<file path="src/rtl/counter_pkg.sv">
// Shared definitions for the counter primitives: state encoding, mode names
// and implementation-select names (also used by the up-counter).
package counter_pkg;

    typedef enum logic {
        IDLE  = 1'b0,
        COUNT = 1'b1
    } state_t;

    localparam string MODE_ONE_SHOT    = "ONE_SHOT";
    localparam string MODE_AUTO_RELOAD = "AUTO_RELOAD";

    localparam string ARCH_BEHAVIORAL = "BEHAVIORAL";
    localparam string ARCH_VIRTEX5    = "VIRTEX5";
    localparam string ARCH_VIRTEX6    = "VIRTEX6";

endpackage

</file>
<file path="src/rtl/down_counter_timer.sv">
// Loadable down-counter/timer with valid/ready load, saturating decrement by STEP
// and a registered one-cycle terminal-count pulse; one-shot or auto-reload.
module down_counter_timer
    import counter_pkg::*;
#(
    parameter string       ARCHITECTURE = "BEHAVIORAL",
    parameter string       MODE         = "ONE_SHOT",
    parameter int unsigned DATA_WIDTH   = 8,
    parameter int unsigned STEP         = 1
) (
    input  logic                  clk,
    input  logic                  rst_n,
    input  logic                  en,
    input  logic                  clr,
    input  logic                  load_valid,
    output logic                  load_ready,
    input  logic [DATA_WIDTH-1:0] load_value,
    output logic [DATA_WIDTH-1:0] out,
    output logic                  busy,
    output logic                  tc,
    output logic [DATA_WIDTH-1:0] reload_val
);

    localparam bit                    AUTO_RELOAD = (MODE == MODE_AUTO_RELOAD);
    localparam logic [DATA_WIDTH-1:0] STEP_W      = DATA_WIDTH'(STEP);

    state_t                  state_q, state_d;
    logic [DATA_WIDTH-1:0]   out_q, out_d;
    logic [DATA_WIDTH-1:0]   reload_q, reload_d;
    logic                    tc_q, tc_d;
    logic                    accept;

    // DSP48-based variants will live in these arms; today every build uses the fabric logic below.
    generate
        if (ARCHITECTURE == ARCH_VIRTEX5) begin : g_virtex5
        end else if (ARCHITECTURE == ARCH_VIRTEX6) begin : g_virtex6
        end else begin : g_behavioral
        end
    endgenerate

    always_comb begin
        if (clr) begin
            load_ready = 1'b0;
        end else if (state_q == IDLE) begin
            load_ready = 1'b1;
        end else begin
            load_ready = AUTO_RELOAD;
        end
    end

    assign accept = load_valid && load_ready;

    always_comb begin
        state_d  = state_q;
        out_d    = out_q;
        reload_d = reload_q;
        tc_d     = 1'b0;
        if (clr) begin
            state_d = IDLE;
            out_d   = '0;
        end else begin
            case (state_q)
                IDLE: begin
                    if (accept) begin
                        out_d    = load_value;
                        reload_d = load_value;
                        // A zero load is a zero-length timer: fire tc without entering COUNT.
                        if (load_value == '0) begin
                            tc_d = 1'b1;
                        end else begin
                            state_d = COUNT;
                        end
                    end
                end
                COUNT: begin
                    if (accept) begin
                        reload_d = load_value;
                    end
                    if (en) begin
                        if (out_q > STEP_W) begin
                            out_d = out_q - STEP_W;
                        end else begin
                            tc_d = 1'b1;
                            // reload_d already carries a load accepted on this same edge.
                            if (AUTO_RELOAD && (reload_d != '0)) begin
                                out_d = reload_d;
                            end else begin
                                out_d   = '0;
                                state_d = IDLE;
                            end
                        end
                    end
                end
                default: begin
                    state_d = IDLE;
                    out_d   = '0;
                end
            endcase
        end
    end

    always_ff @(posedge clk or negedge rst_n) begin
        if (!rst_n) begin
            state_q  <= IDLE;
            out_q    <= '0;
            reload_q <= '0;
            tc_q     <= 1'b0;
        end else begin
            state_q  <= state_d;
            out_q    <= out_d;
            reload_q <= reload_d;
            tc_q     <= tc_d;
        end
    end

    assign out        = out_q;
    assign busy       = (state_q == COUNT);
    assign tc         = tc_q;
    assign reload_val = reload_q;

endmodule

</file>
<file path="config.mk">
export PLATFORM = sky130hd
export DESIGN_NAME = down_counter_timer
export DESIGN_NICKNAME = d
export VERILOG_FILES = /design/src/rtl/counter_pkg.sv /design/src/rtl/down_counter_timer.sv
export SDC_FILE = /design/constraint.sdc
export NUM_CORES = 1
export LEC_CHECK = 0
export ABC_CLOCK_PERIOD_IN_PS = 2300
export CAP_MARGIN = 25
export CORE_MARGIN = 8
export CORE_UTILIZATION = 45
export DETAILED_ROUTE_END_ITERATION = 12
export PLACE_DENSITY = 0.88
export SLEW_MARGIN = 20
export SYNTH_ARGS = -nofsm -noshare
export SYNTH_HDL_FRONTEND = slang
export SYNTH_SLANG_ARGS = --single-unit
</file>
<file path="constraint.sdc">
create_clock -name clk -period 2.3 [get_ports clk]
set_input_delay 0.345 -clock clk [delete_from_list [all_inputs] [get_ports clk]]
set_output_delay 0.345 -clock clk [all_outputs]
set_load 0.1 [all_outputs]
</file>
# After elaboration in Yosys (flattened, before gate mapping)
# Index checks and enable logic that the tools add are counted.
# Widths: inputs -> output; s select.
# op_classes
addsub	1
n_lt_le_gt_ge	1
n_eq_ne	2
n_mux	19
bitwise	2
n_reduce_logical	4
# ops
cell	n
$mux 8	4
$pmux 8 s2	1
$mux 1	12
$gt 8x1->1 const B	1
$logic_not 8->1	1
$sub 8x1->8 const B	1
$ne 3x3->1 const B	2
$pmux 1 s2	2
$reduce_and 2->1	2
$not 1->1	2
$logic_and 1x1->1	1
# word_totals
reg_bits	18
inputBits	13
output_inout_bits	19
word_cells	33

# Logic depth before layout (Yosys ltp)
# logic_depth
word_depth	6
ltp_mapped	6
mapped_depth_nobuf	6

# Worst setup path after synthesis
# No wires, ideal clock.
# synth_timing
path_type	reg2reg
from	register state_q, in the netlist busy
to	register reload_q[0], in the netlist reload_val[0]
setup_time_ns	0.120
t_arrival_ns	2.839
t_required_ns	2.180
slack_ns	-0.658
path_stages_with_launch	5
n_path_buf	0
synth_period_minus_slack_ns	2.958
path_cell_list	dfrtp_1 > nor2_1 > nand2_1 > nand2_1 > nand2_1
# synth_via
elab_chain_cells	4
# synth_lines
element	line	rtl
start: declaration	down_counter_timer.sv:27	state_t state_q, state_d;
start signal: assignment	down_counter_timer.sv:109	state_q <= state_d;
$mux 1	down_counter_timer.sv:44	end else if (state_q == IDLE) begin
$mux 1	down_counter_timer.sv:42	if (clr) begin
net load_ready	down_counter_timer.sv:16	output logic load_ready,
$logic_and 1x1->1	down_counter_timer.sv:51	assign accept = load_valid && load_ready;
$reduce_and 2->1 (no line)	-	
end signal: assignment	down_counter_timer.sv:111	reload_q <= reload_d;
end: declaration	down_counter_timer.sv:29	logic [DATA_WIDTH-1:0] reload_q, reload_d;
# The timed path passes the listed nets, and every way through them passes these cells.
# A chain may end at the register's enable or synchronous reset.

# Worst setup path after layout
# layout_timing
from	register state_q, in the netlist busy
to	register out_q[7], in the netlist out[7]
# layout_via
elab_chain_cells	5
elab_cells_between_ends	9
cone_classes	eq/ne (2); mux (4); bitwise (1); reduce/logical (2)
# layout_lines
element	line	rtl
$mux 1	down_counter_timer.sv:44	
$mux 1	down_counter_timer.sv:42	
$logic_and 1x1->1	down_counter_timer.sv:51	
$ne 3x3->1 (no line)	-	
$reduce_and 2->1 (no line)	-	
end signal: assignment	down_counter_timer.sv:110	out_q <= out_d;
end: declaration	down_counter_timer.sv:28	logic [DATA_WIDTH-1:0] out_q, out_d;
# Several ways; a longest one is shown, not always the timed one.

==> flow_metrics.py <==
metrics = {
    "outcome": {
        "status": "complete, no violations",
    },
    "detailed_routing": {
        "dr_total_vias": 904,
        "drt-vias-per-instance": 5.41,
        "wire_per_inst_um": 14.7,
        "first_pass_iters": 4,
        "ant_nets": 0,
        "drt_iter0_drc": 9,
        "route.detailed.drc": 0,
        "routed_wirelength_mm": 2.46,
    },
    "yosys": {
        "synth_top_family_by_area": "simple AND/OR/NAND/NOR gates",
        "synth_area_leader_cell": "dfrtp_1",
        "async_flop_share_pct": 100,
        "synthMuxAreaShare_pct": 1.04,
        "ys_types": 38,
        "synth_nets": 123,
        "synth_flop_cell": "dfrtp_1",
        "yosysTopAreaCellShare_pct": 46.7,
        "synth_compound_area_share_pct": 16.7,
        "synthAdderAreaFrac_pct": 2.59,
        "synth_most_common_cell": "nand2_1",
        "synthXorXnorAreaFrac_pct": 0.908,
        "syn_area_um2": 965,
        "yosys_warnings": 0,
        "synth-simple-area-share_pct": 28.4,
        "synth_commonest_cells": "32 x nand2_1, 18 x dfrtp_1, 5 x nand2b_1",
        "synth_edf_count": 0,
        "ys_ff_latch": 18,
        "postSynthCellCount": 108,
        "ys_seq_area_share_pct": 46.7,
        "synth_area_leaders": "dfrtp_1 47%, nand2_1 12%, nand2b_1 3.2%, ha_1 2.6%, o211ai_1 2.3%",
        "avgSynthCellArea_um2": 8.93,
    },
    "layout": {
        "nNetsFinal": 156,
        "area.growth.synth_to_final_pct": 34.5,
        "antennaDiodeCount": 0,
        "final_cells": 167,
        "drive_gt1_share_pct": 21.4,
        "final_area_um2": 1300,
    },
    "clock_network": {
        "cts_buffer_depth": 2,
        "cts_tree": "yes",
        "cts_hold_buffers": 0,
        "ctsHtreeMaxLevel": 1,
        "clockRootBuffer": "clkbuf_4",
        "clkLatencyLatePin_ns": 0.30,
        "ctsResizeCount": 0,
        "post_cts.repair.setup_buffers": 0,
        "cts_buffers": 3,
        "cts_sinks": 18,
        "clk_pin_slew_worst_paths_ns": 0.11,
    },
    "floorplanning": {
        "die_h_um": 62.3,
        "num_rows": 16,
        "start_util_pct": 48.2,
        "ios": 32,
        "fp.dieArea_um2": 3880,
        "die_w_um": 62.3,
        "core_area_um2": 2000,
    },
    "placement": {
        "hpwl_mm": 1.88,
        "port_buffers": 31,
        "gp_congestion": 0.851,
        "place_ws_ns": 0.376,
        "place_area_um2": 1260,
        "dp_cells": 163,
    },
    "min_path": {
        "hold_class": "flip-flop to flip-flop",
    },
    "critical_path": {
        "cp-end-kind": "flip-flop",
        "required_ns": 2.51,
        "arrival_ns": 2.09,
        "startpoint_type": "flip-flop",
        "rrSetupSlack_ns": 0.42,
        "crit_fanout": 13,
        "critical_path_class": "flip-flop to flip-flop",
    },
    "sta": {
        "fin_setup_tns_ns": 0,
        "finalCritPeriodShare_pct": 81.6,
        "maxSlewHeadroom_pct": 45.9,
        "final-hold-violation-count": 0,
        "fmax_mhz": 533,
        "slew_violations": 0,
        "fin_ws_ns": 0.424,
        "layout_min_cycle_time_ns": 1.88,
        "tightestPinTransition_ns": 0.809,
        "fin_skew_ns": 0.0114,
        "rsz0062_at_grt": "false",
        "finalSetupViolations": 0,
    },
    "global_route": {
        "grt_max_degree": 19,
        "overflow": 0,
        "track_usage_pct": 12.9,
        "grt_pass1_wl_mm": 4.24,
        "antenna_found_initial": 0,
        "first_global_vias": 934,
    },
    "power": {
        "ir_drop_v": 0.000697,
        "leakage_nw": 0.616,
        "pwr_density_cell_nw_per_um2": 1030,
    },
    "run": {
        "cap_violations": 0,
    },
}
[placed cells by master (no fill, tap or decap), types with 2 or more instances in the layout]
cell             instances
a22oi_1                  2
clkbuf_4                 3
inv_1                    4
nand2b_1                 5
nor4_1                   3
clkdlybuf4s50_1         12
buf_4                   18
nand2_1                 32
nor2_1                   3
dfrtp_1                 18
o211ai_1                 3
a21oi_1                  4
o21ai_0                  2
ha_1                     2
nor3_1                   3
[logic make-up (layout without fill, tap and decap cells)]
kind of cell,Yosys count,after routing
and+or+nand+nor,57,57
AOI/OAI and AO/OA,22,22
DFF,18,18
buffers and inverters,7,39
adders and majority gates,2,2
xor gates and xnor gates,1,1
muxes,1,1
[state kept, by name, summed over array words and instances, names as in the netlist]
register	flops
out	8
reload_val	8
busy	1
tc	1
[routing by layer]
metal	share of wire, %	vias to the layer above	GRT usage (%)
met4	1.6	0	5.13
li1	-	444	-
met2	47	22	20.2
met1	46	433	16.1
met3	5.8	5	4.12
met5	0	-	0
[critical path, stage by stage, from the launching register on]
cell and delay [ns]:
dfrtp_1 0.64, mux2i_1 0.50, and2b_2 0.33, nor3_1 0.07
a311oi_1 0.25
[report_power, final]
group	leakage, nW	internal, mW	switching (mW)
Clock	0.0210	0.0965	0.0999
Combinational	0.362	0.177	0.537
Sequential	0.232	0.367	0.0547
[stage by stage]
step | hold WS, ns | utilization, % | power (mW)
3_3_place_gp | 0.462 | 63.0 | 1.13
5_1_grt | 0.518 | 64.8 | 1.40
6_report | 0.483 | 64.8 | 1.33
3_5_place_dp | 0.464 | 63.0 | 1.14
4_1_cts | 0.489 | 64.8 | 1.34
2_1_floorplan | 0.0494 | - | 0.973
[final timing paths]
| path | startpoint | to | cells after the start |
|---|---|---|---|
| setup / recovery | busy | out[7] | 4 |
| hold / removal | reload_val[4] | reload_val[4] | 2 |
| setup reg to reg | busy | out[7] | 4 |
| hold reg to reg | reload_val[4] | reload_val[4] | 2 |
| max in group asynchronous | rst_n | out[5] | 1 |
| min in group asynchronous | rst_n | out[2] | 1 |
[final cells by class]
class | instances | area [µm²]
Multi-Input combinational cell | 83 | 487
Fill cell | 181 | 704
Sequential cell | 18 | 450
Tap cell | 27 | 33.8
Clock buffer | 4 | 36.3
Timing Repair Buffer | 31 | 275
Inverter | 4 | 15.0
(Power assumes the default switching activity.)
